$ cat config.mk
export PLATFORM = sky130hd
export DESIGN_NAME = segdecode_host
export DESIGN_NICKNAME = d
export VERILOG_FILES = /design/src/rtl/segdecode_pkg.sv /design/src/rtl/segdecode_host_sync2.sv /design/src/rtl/segdecode_host.sv
export SDC_FILE = /design/constraint.sdc
export NUM_CORES = 1
export LEC_CHECK = 0
export CAP_MARGIN = 0
export CELL_PAD_IN_SITES_DETAIL_PLACEMENT = 0
export CELL_PAD_IN_SITES_GLOBAL_PLACEMENT = 2
export CORE_ASPECT_RATIO = 0.6
export CORE_MARGIN = 3
export CORE_UTILIZATION = 35
export DETAILED_ROUTE_END_ITERATION = 8
export MAX_ROUTING_LAYER = met4
export PLACE_DENSITY = 0.87
export SLEW_MARGIN = 20
export SYNTH_ARGS = -nofsm -noshare
export SYNTH_HDL_FRONTEND = slang
export SYNTH_SLANG_ARGS = --single-unit
$ cat constraint.sdc
create_clock -name clk -period 2.3 [get_ports clk]
set_clock_uncertainty 0.2 [all_clocks]
set_input_delay 0.23 -clock clk [delete_from_list [all_inputs] [get_ports clk]]
set_output_delay 0.23 -clock clk [all_outputs]
set_load 0.005 [all_outputs]
$ cat src/rtl/segdecode_pkg.sv
// Shared frame layout and FSM encoding for the segment/keypad link (host and slave).
// Pure declarations; no timing or flow control of its own.
package segdecode_pkg;

    localparam int FRAME_BITS = 8;
    localparam int COL_MSB    = 7;
    localparam int ROW_MSB    = 5;
    localparam int DIGIT_MSB  = 3;

    typedef logic [2:0] state_t;

    localparam state_t ST_IDLE   = 3'd0;
    localparam state_t ST_LOAD   = 3'd1;
    localparam state_t ST_SHIFT  = 3'd2;
    localparam state_t ST_SETTLE = 3'd3;
    localparam state_t ST_SAMPLE = 3'd4;
    localparam state_t ST_GAP    = 3'd5;

    function automatic logic [FRAME_BITS-1:0] pack_frame(
        input logic [1:0] col,
        input logic [1:0] row,
        input logic [3:0] digit
    );
        logic [FRAME_BITS-1:0] f;
        f                  = '0;
        f[COL_MSB -: 2]    = col;
        f[ROW_MSB -: 2]    = row;
        f[DIGIT_MSB -: 4]  = digit;
        return f;
    endfunction

endpackage

$ cat src/rtl/segdecode_host_sync2.sv
// Two-flop synchronizer for a single asynchronous input, reset to 0.
// Latency: 2 clk; no backpressure.
module segdecode_host_sync2 (
    input  logic clk,
    input  logic rst_n,
    input  logic d,
    output logic q
);

    logic meta_q, meta_d;
    logic sync_q, sync_d;

    always_comb begin
        meta_d = d;
        sync_d = meta_q;
    end

    always_ff @(posedge clk or negedge rst_n) begin
        if (!rst_n) begin
            meta_q <= 1'b0;
            sync_q <= 1'b0;
        end else begin
            meta_q <= meta_d;
            sync_q <= sync_d;
        end
    end

    assign q = sync_q;

endmodule

$ cat src/rtl/segdecode_host.sv
// Host SPI master/scanner: streams 16 {col,row,digit} frames per scan, reads keys back on MISO.
// Frame = 1+8+SETTLE+1+GAP cycles; key_state/key_valid one cycle after frame 15; no backpressure, run sampled per scan.
module segdecode_host
    import segdecode_pkg::*;
#(
    parameter int SETTLE_CYCLES = 4,
    parameter int GAP_CYCLES    = 8
) (
    input  logic        clk,
    input  logic        rst_n,
    input  logic        run,
    input  logic [15:0] digits,
    output logic        en,
    output logic        mosi,
    input  logic        miso,
    output logic [15:0] key_state,
    output logic        key_valid,
    output logic        busy
);

    localparam logic [7:0] SETTLE_LAST = 8'(SETTLE_CYCLES - 1);
    localparam logic [7:0] GAP_LAST    = 8'(GAP_CYCLES - 1);

    state_t                state_q, state_d;
    logic [2:0]            bit_q, bit_d;
    logic [7:0]            cnt_q, cnt_d;
    logic [3:0]            idx_q, idx_d;
    logic [15:0]           snap_q, snap_d;
    logic [FRAME_BITS-1:0] sh_q, sh_d;
    logic [15:0]           stage_q, stage_d;
    logic [15:0]           key_state_q, key_state_d;
    logic                  key_valid_q, key_valid_d;
    logic                  en_q, en_d;
    logic                  mosi_q, mosi_d;
    logic                  busy_q, busy_d;

    logic                  miso_s;
    logic [1:0]            row, col;
    logic [3:0]            digit_sel;
    logic                  end_of_frame;

    segdecode_host_sync2 u_miso_sync (
        .clk   (clk),
        .rst_n (rst_n),
        .d     (miso),
        .q     (miso_s)
    );

    assign row       = idx_q[1:0];
    assign col       = idx_q[3:2];
    assign digit_sel = snap_q[{row, 2'b00} +: 4];

    always_comb begin
        state_d      = state_q;
        bit_d        = bit_q;
        cnt_d        = cnt_q;
        idx_d        = idx_q;
        snap_d       = snap_q;
        sh_d         = sh_q;
        stage_d      = stage_q;
        key_state_d  = key_state_q;
        key_valid_d  = 1'b0;
        end_of_frame = 1'b0;

        case (state_q)
            ST_IDLE: begin
                if (run) begin
                    state_d = ST_LOAD;
                    snap_d  = digits;
                end
            end
            ST_LOAD: begin
                sh_d    = pack_frame(col, row, digit_sel);
                bit_d   = 3'd0;
                state_d = ST_SHIFT;
            end
            ST_SHIFT: begin
                sh_d  = {sh_q[FRAME_BITS-2:0], 1'b0};
                bit_d = bit_q + 3'd1;
                if (bit_q == 3'd7) begin
                    state_d = ST_SETTLE;
                    cnt_d   = SETTLE_LAST;
                end
            end
            ST_SETTLE: begin
                if (cnt_q == 8'd0) begin
                    state_d = ST_SAMPLE;
                end else begin
                    cnt_d = cnt_q - 8'd1;
                end
            end
            ST_SAMPLE: begin
                stage_d[{row, col}] = miso_s;
                if (GAP_CYCLES == 0) begin
                    end_of_frame = 1'b1;
                end else begin
                    state_d = ST_GAP;
                    cnt_d   = GAP_LAST;
                end
            end
            ST_GAP: begin
                if (cnt_q == 8'd0) begin
                    end_of_frame = 1'b1;
                end else begin
                    cnt_d = cnt_q - 8'd1;
                end
            end
            default: state_d = ST_IDLE;
        endcase

        // Scan boundary: publish staged keys and decide whether to keep scanning.
        if (end_of_frame) begin
            idx_d = idx_q + 4'd1;
            if (idx_q == 4'd15) begin
                key_state_d = stage_d;
                key_valid_d = 1'b1;
                if (run) begin
                    state_d = ST_LOAD;
                    snap_d  = digits;
                end else begin
                    state_d = ST_IDLE;
                end
            end else begin
                state_d = ST_LOAD;
            end
        end

        // Outputs are decoded from the next state so they are registered yet aligned with it.
        en_d   = (state_d == ST_SHIFT);
        mosi_d = en_d & sh_d[FRAME_BITS-1];
        busy_d = (state_d != ST_IDLE);
    end

    always_ff @(posedge clk or negedge rst_n) begin
        if (!rst_n) begin
            state_q     <= ST_IDLE;
            bit_q       <= 3'd0;
            cnt_q       <= 8'd0;
            idx_q       <= 4'd0;
            snap_q      <= 16'd0;
            sh_q        <= '0;
            stage_q     <= 16'd0;
            key_state_q <= 16'd0;
            key_valid_q <= 1'b0;
            en_q        <= 1'b0;
            mosi_q      <= 1'b0;
            busy_q      <= 1'b0;
        end else begin
            state_q     <= state_d;
            bit_q       <= bit_d;
            cnt_q       <= cnt_d;
            idx_q       <= idx_d;
            snap_q      <= snap_d;
            sh_q        <= sh_d;
            stage_q     <= stage_d;
            key_state_q <= key_state_d;
            key_valid_q <= key_valid_d;
            en_q        <= en_d;
            mosi_q      <= mosi_d;
            busy_q      <= busy_d;
        end
    end

    assign en        = en_q;
    assign mosi      = mosi_q;
    assign key_state = key_state_q;
    assign key_valid = key_valid_q;
    assign busy      = busy_q;

endmodule

==> impl_metrics.tcl, run 1 <==
set metrics [dict create \
    status "finished, final reports clean" \
    viasPerCell 5.16 \
    tritoncts "done" \
    synth-async-reset-ratio_pct 100 \
    period_share_pct 92.9 \
    antenna_found_initial 0 \
    synth.net_count 343 \
    cts.htree.levels 3 \
    dominant_combinational_cell_family_by_area_after_synthesis "multiplexers" \
    switchingPower_mw 1.37 \
    fin_nets 393 \
    groute.usage.overall_pct 14.7 \
    power_share_of_the_clock_group_pct 30.5 \
    drv.max_cap_violation_count 0 \
    setup_repair_after_global_routing_missed_its_margin "no" \
    clk-insertion-delay-late_ns 0.33 \
    place_area_mm2 0.00448 \
    power_frac_seq_pct 42.3 \
    cts.path.max_buffers 2 \
    ir_worst_vdd_mv 0.490 \
    dr_total_vias 2609 \
    post_synth_edffs 0 \
    timing.max_slew.rel_slack_pct 65.0 \
    synth-seq-cells 80 \
    synth_most_common_cell "dfrtp_1" \
    hold_violations 0 \
    yosys-mux-area-fraction_pct 18.8 \
    grt_start_max_net_pins 44 \
    die_area_mm2 0.0123 \
    finalWorstSetupSlack_ns 0.163 \
    tightestPinTransition_ns 0.522 \
    grt_pass1_wl_um 13800 \
    setup-violations-final 0 \
    routedWlPerCell_um 15.9 \
    detail-route-antenna-nets 0 \
    post_synth_main_area_contributors "dfrtp_1 52%, mux2_2 12%, mux2_4 3.9%" \
    start_util_pct 37.5 \
    final_design_area_no_fill_mm2 0.00480 \
    placeableCoreArea_mm2 0.0103 \
    path_clk_slew_ns 0.06 \
    comb_power_share_pct 27.2 \
    timing.final.max_slew_violations 0 \
    yosys.area_share.simple_pct 13.5 \
    leakagePower_nw 2.15 \
    drt-total-wl_um 8050 \
    drt-initial-drc-count 223 \
    path_class_of_the_lowest_slack_min_delay_path "reg -> reg" \
    tritoncts_num_sinks 80 \
    final.fill_count 934 \
    clockRootBuffer "clkbuf_16" \
    critical_path.max_fanout 5 \
    period_minus_slack_ns 2.14 \
    timing.critical_path.to_type "register" \
    yosys_warnings 0 \
    synthAdderAreaFrac_pct 2.27 \
    path_class "reg -> reg" \
    layout.core_utilization_pct 46.8 \
    globalplace.congestion 0.806 \
    cp_slowest_stage_delay_ns 0.40 \
    seq_area_frac_synth_pct 52.0 \
    post_synthesis_compound_gate_area_fraction_pct 9.13 \
    yosys.area_share.xor_xnor_pct 0.682 \
    syn_area_per_cell_um2 12.2 \
    synth_common_cells "80 x dfrtp_1, 41 x mux2_2, 23 x nand2_1, 14 x nand4_1, 13 x nor2_1" \
    drcViolationCount 0 \
    path_delay_family "simple AND/OR/NAND/NOR gates" \
    syn_std_cell_area_mm2 0.00385 \
    num_io_pins 40 \
    critPathArrivalTime_ns 2.15 \
    io_buffer_count 39 \
    place_worst_setup_slack_ns 0.0726 \
    power_density_mw_per_mm2 968 \
    synth_top_area_cell "dfrtp_1" \
    dp.final_hpwl_um 5830 \
    cp_num_buf_inv 2 \
    synth_ff_type "dfrtp_1" \
    worst_setup_path_start_kind "register" \
    cp_slowest_cell "dfrtp_1" \
    setup_total_negative_slack_ns 0 \
    tritoncts.num_buffers 9 \
    pint_mw 3.28 \
    fp.dieW_um 141 \
    cp_cell_sequence "inv_1, ha_2, nor4b_4, and2_4, buf_4, or2_1, mux2_2" \
    synth.lib_cells_used.distinct 49 \
    power.switching_fraction_pct 29.4 \
    die_height_um 87.2 \
    first_pass_iters 4 \
    worst-endpoint-required_ns 2.32 \
    antenna_cells_inserted 0 \
    synthCells 316 \
    post_synthesis_to_final_layout_area_growth_pct 24.8 \
    placementRows 28 \
    fmax_mhz 468 \
    yosysTopAreaCellShare_pct 52.0 \
    gr-total-overflow 0 \
    final_layout_size_suffix_gt1_share_pct 27.2 \
    first_global_vias 2609 \
]
[metal layers]
layer / GRT usage (%) / vias up / routed length [µm]
li1: - / 1260 / -
met1: 22.2 / 1290 / 4440
met2: 19.2 / 52 / 3220
met3: 4.28 / 7 / 340
met4: 3.66 / 0 / 53
met5: - / - / 0
[area by class of cell]
class / count / area [µm²] / area share (%)
clock buffer: 11 / 243 / 5.05
clock inverter: 5 / 56.3 / 1.17
sequential: 80 / 2000 / 41.7
multi-input combinational: 206 / 1720 / 35.8
tap: 135 / 169 / 3.52
timing repair buffer: 61 / 581 / 12.1
inverter: 8 / 35.0 / 0.729
[power groups by stage]
| stage | clock network (mW) | logic [mW] | registers [mW] |
|---|---|---|---|
| floorplan | 0 | 0.953 | 1.91 |
| global placement | 0 | 1.23 | 1.97 |
| detailed placement | 0 | 1.26 | 1.99 |
| CTS | 1.46 | 1.27 | 1.96 |
| global route | 1.52 | 1.41 | 2.01 |
| finish | 1.42 | 1.27 | 1.96 |
[cell usage in the layout, fill, tap and decap left out, drive strengths merged, types with 2 or more instances in the layout]
cell and instances:
mux4 4, clkbuf 11, a21oi 8, nand3 5, dfrtp 80, inv 7, xnor2 3, buf 22
and4b 2, nor4b 3, nor2b 4, clkinv 4, nand4 14, o31ai 4, a22o 8, a211oi 2
nand3b 2, a31oi 2, clkdlybuf4s50 38, o22ai 3, or3 3, nor2 14, nor4 4, mux2i 2
a21boi 4, nand2 23, o21ai 11, mux2 51, a21o 2, ha 7, nand2b 4, or4 4
nor3 3
[per-stage QoR]
step / cells / power, mW / hold slack, ns
4_1_cts: 506 / 4.69 / 0.145
3_3_place_gp: 489 / 3.20 / 0.0355
5_1_grt: 506 / 4.94 / 0.150
6_report: 506 / 4.65 / 0.152
2_1_floorplan: 316 / 2.86 / -0.266
3_5_place_dp: 489 / 3.25 / 0.0373
[path summary, 6_finish.rpt]
kind / startpoint / end / slack [ns] / depth (start not counted)
min reg2reg: u_miso_sync.meta_q$_DFF_PN0_ / u_miso_sync.q$_DFF_PN0_ / 0.15 / 0
max in group asynchronous: rst_n / key_state[9]$_DFFE_PN0P_ / 1.09 / 3
min: u_miso_sync.meta_q$_DFF_PN0_ / u_miso_sync.q$_DFF_PN0_ / 0.15 / 0
max: cnt_q[0]$_DFFE_PN0P_ / cnt_q[1]$_DFFE_PN0P_ / 0.16 / 7
min in group asynchronous: rst_n / cnt_q[5]$_DFFE_PN0P_ / 0.21 / 2
max reg2reg: cnt_q[0]$_DFFE_PN0P_ / cnt_q[1]$_DFFE_PN0P_ / 0.16 / 7
[sequential cells by signal, summed over array words and instances (netlist names)]
signal              cells
snap_q                 16
key_state              16
cnt_q                   8
stage_q                16
idx_q                   4
bit_q                   3
state_q                 3
u_miso_sync.meta_q      1
busy                    1
mosi                    1
sh_q                    8
key_valid               1
u_miso_sync.q           1
en                      1
[cell families (layout without fill, tap and decap cells)]
group,after synthesis,in the layout
multiplexers,57,57
buffers and inverters,30,85
AND/OR/NAND/NOR,90,90
flip-flops,80,80
XOR/XNOR,3,3
AO/OA/AOI/OAI,49,49
adder cells (fa/ha/maj),7,7
[worst register-to-register path: cells and delay by family (launching register included)]
kind | cells | cell delay [ns]
AND/OR/NAND/NOR | 3 | 0.67
flip-flops | 1 | 0.40
buffers and inverters | 2 | 0.20
multiplexers | 1 | 0.35
adder cells (fa/ha/maj) | 1 | 0.22
[timing repair]
| action | 4_1_cts | 5_1_grt |
|---|---|---|
| endpoints found under the setup margin | 0 | 35 |
| endpoints found under the hold margin | 37 | 0 |
| gates resized for setup | 0 | 7 |
| hold buffers | 1 | 0 |
| buffers inserted | 0 | 0 |
Note: power is estimated with default switching activity, not from simulation.
==> run 2, diff against run 1 <==
Settings changed: CAP_MARGIN 0 to 20.
==> results of run 2 <==
No change in the layout: final DEF, timing and power equal those of run 1.
==> run 3, diff against run 2 <==
Settings changed: HOLD_SLACK_MARGIN from default to 0.12.
==> results of run 3 <==
No change in the layout: final DEF, timing and power equal those of run 1.
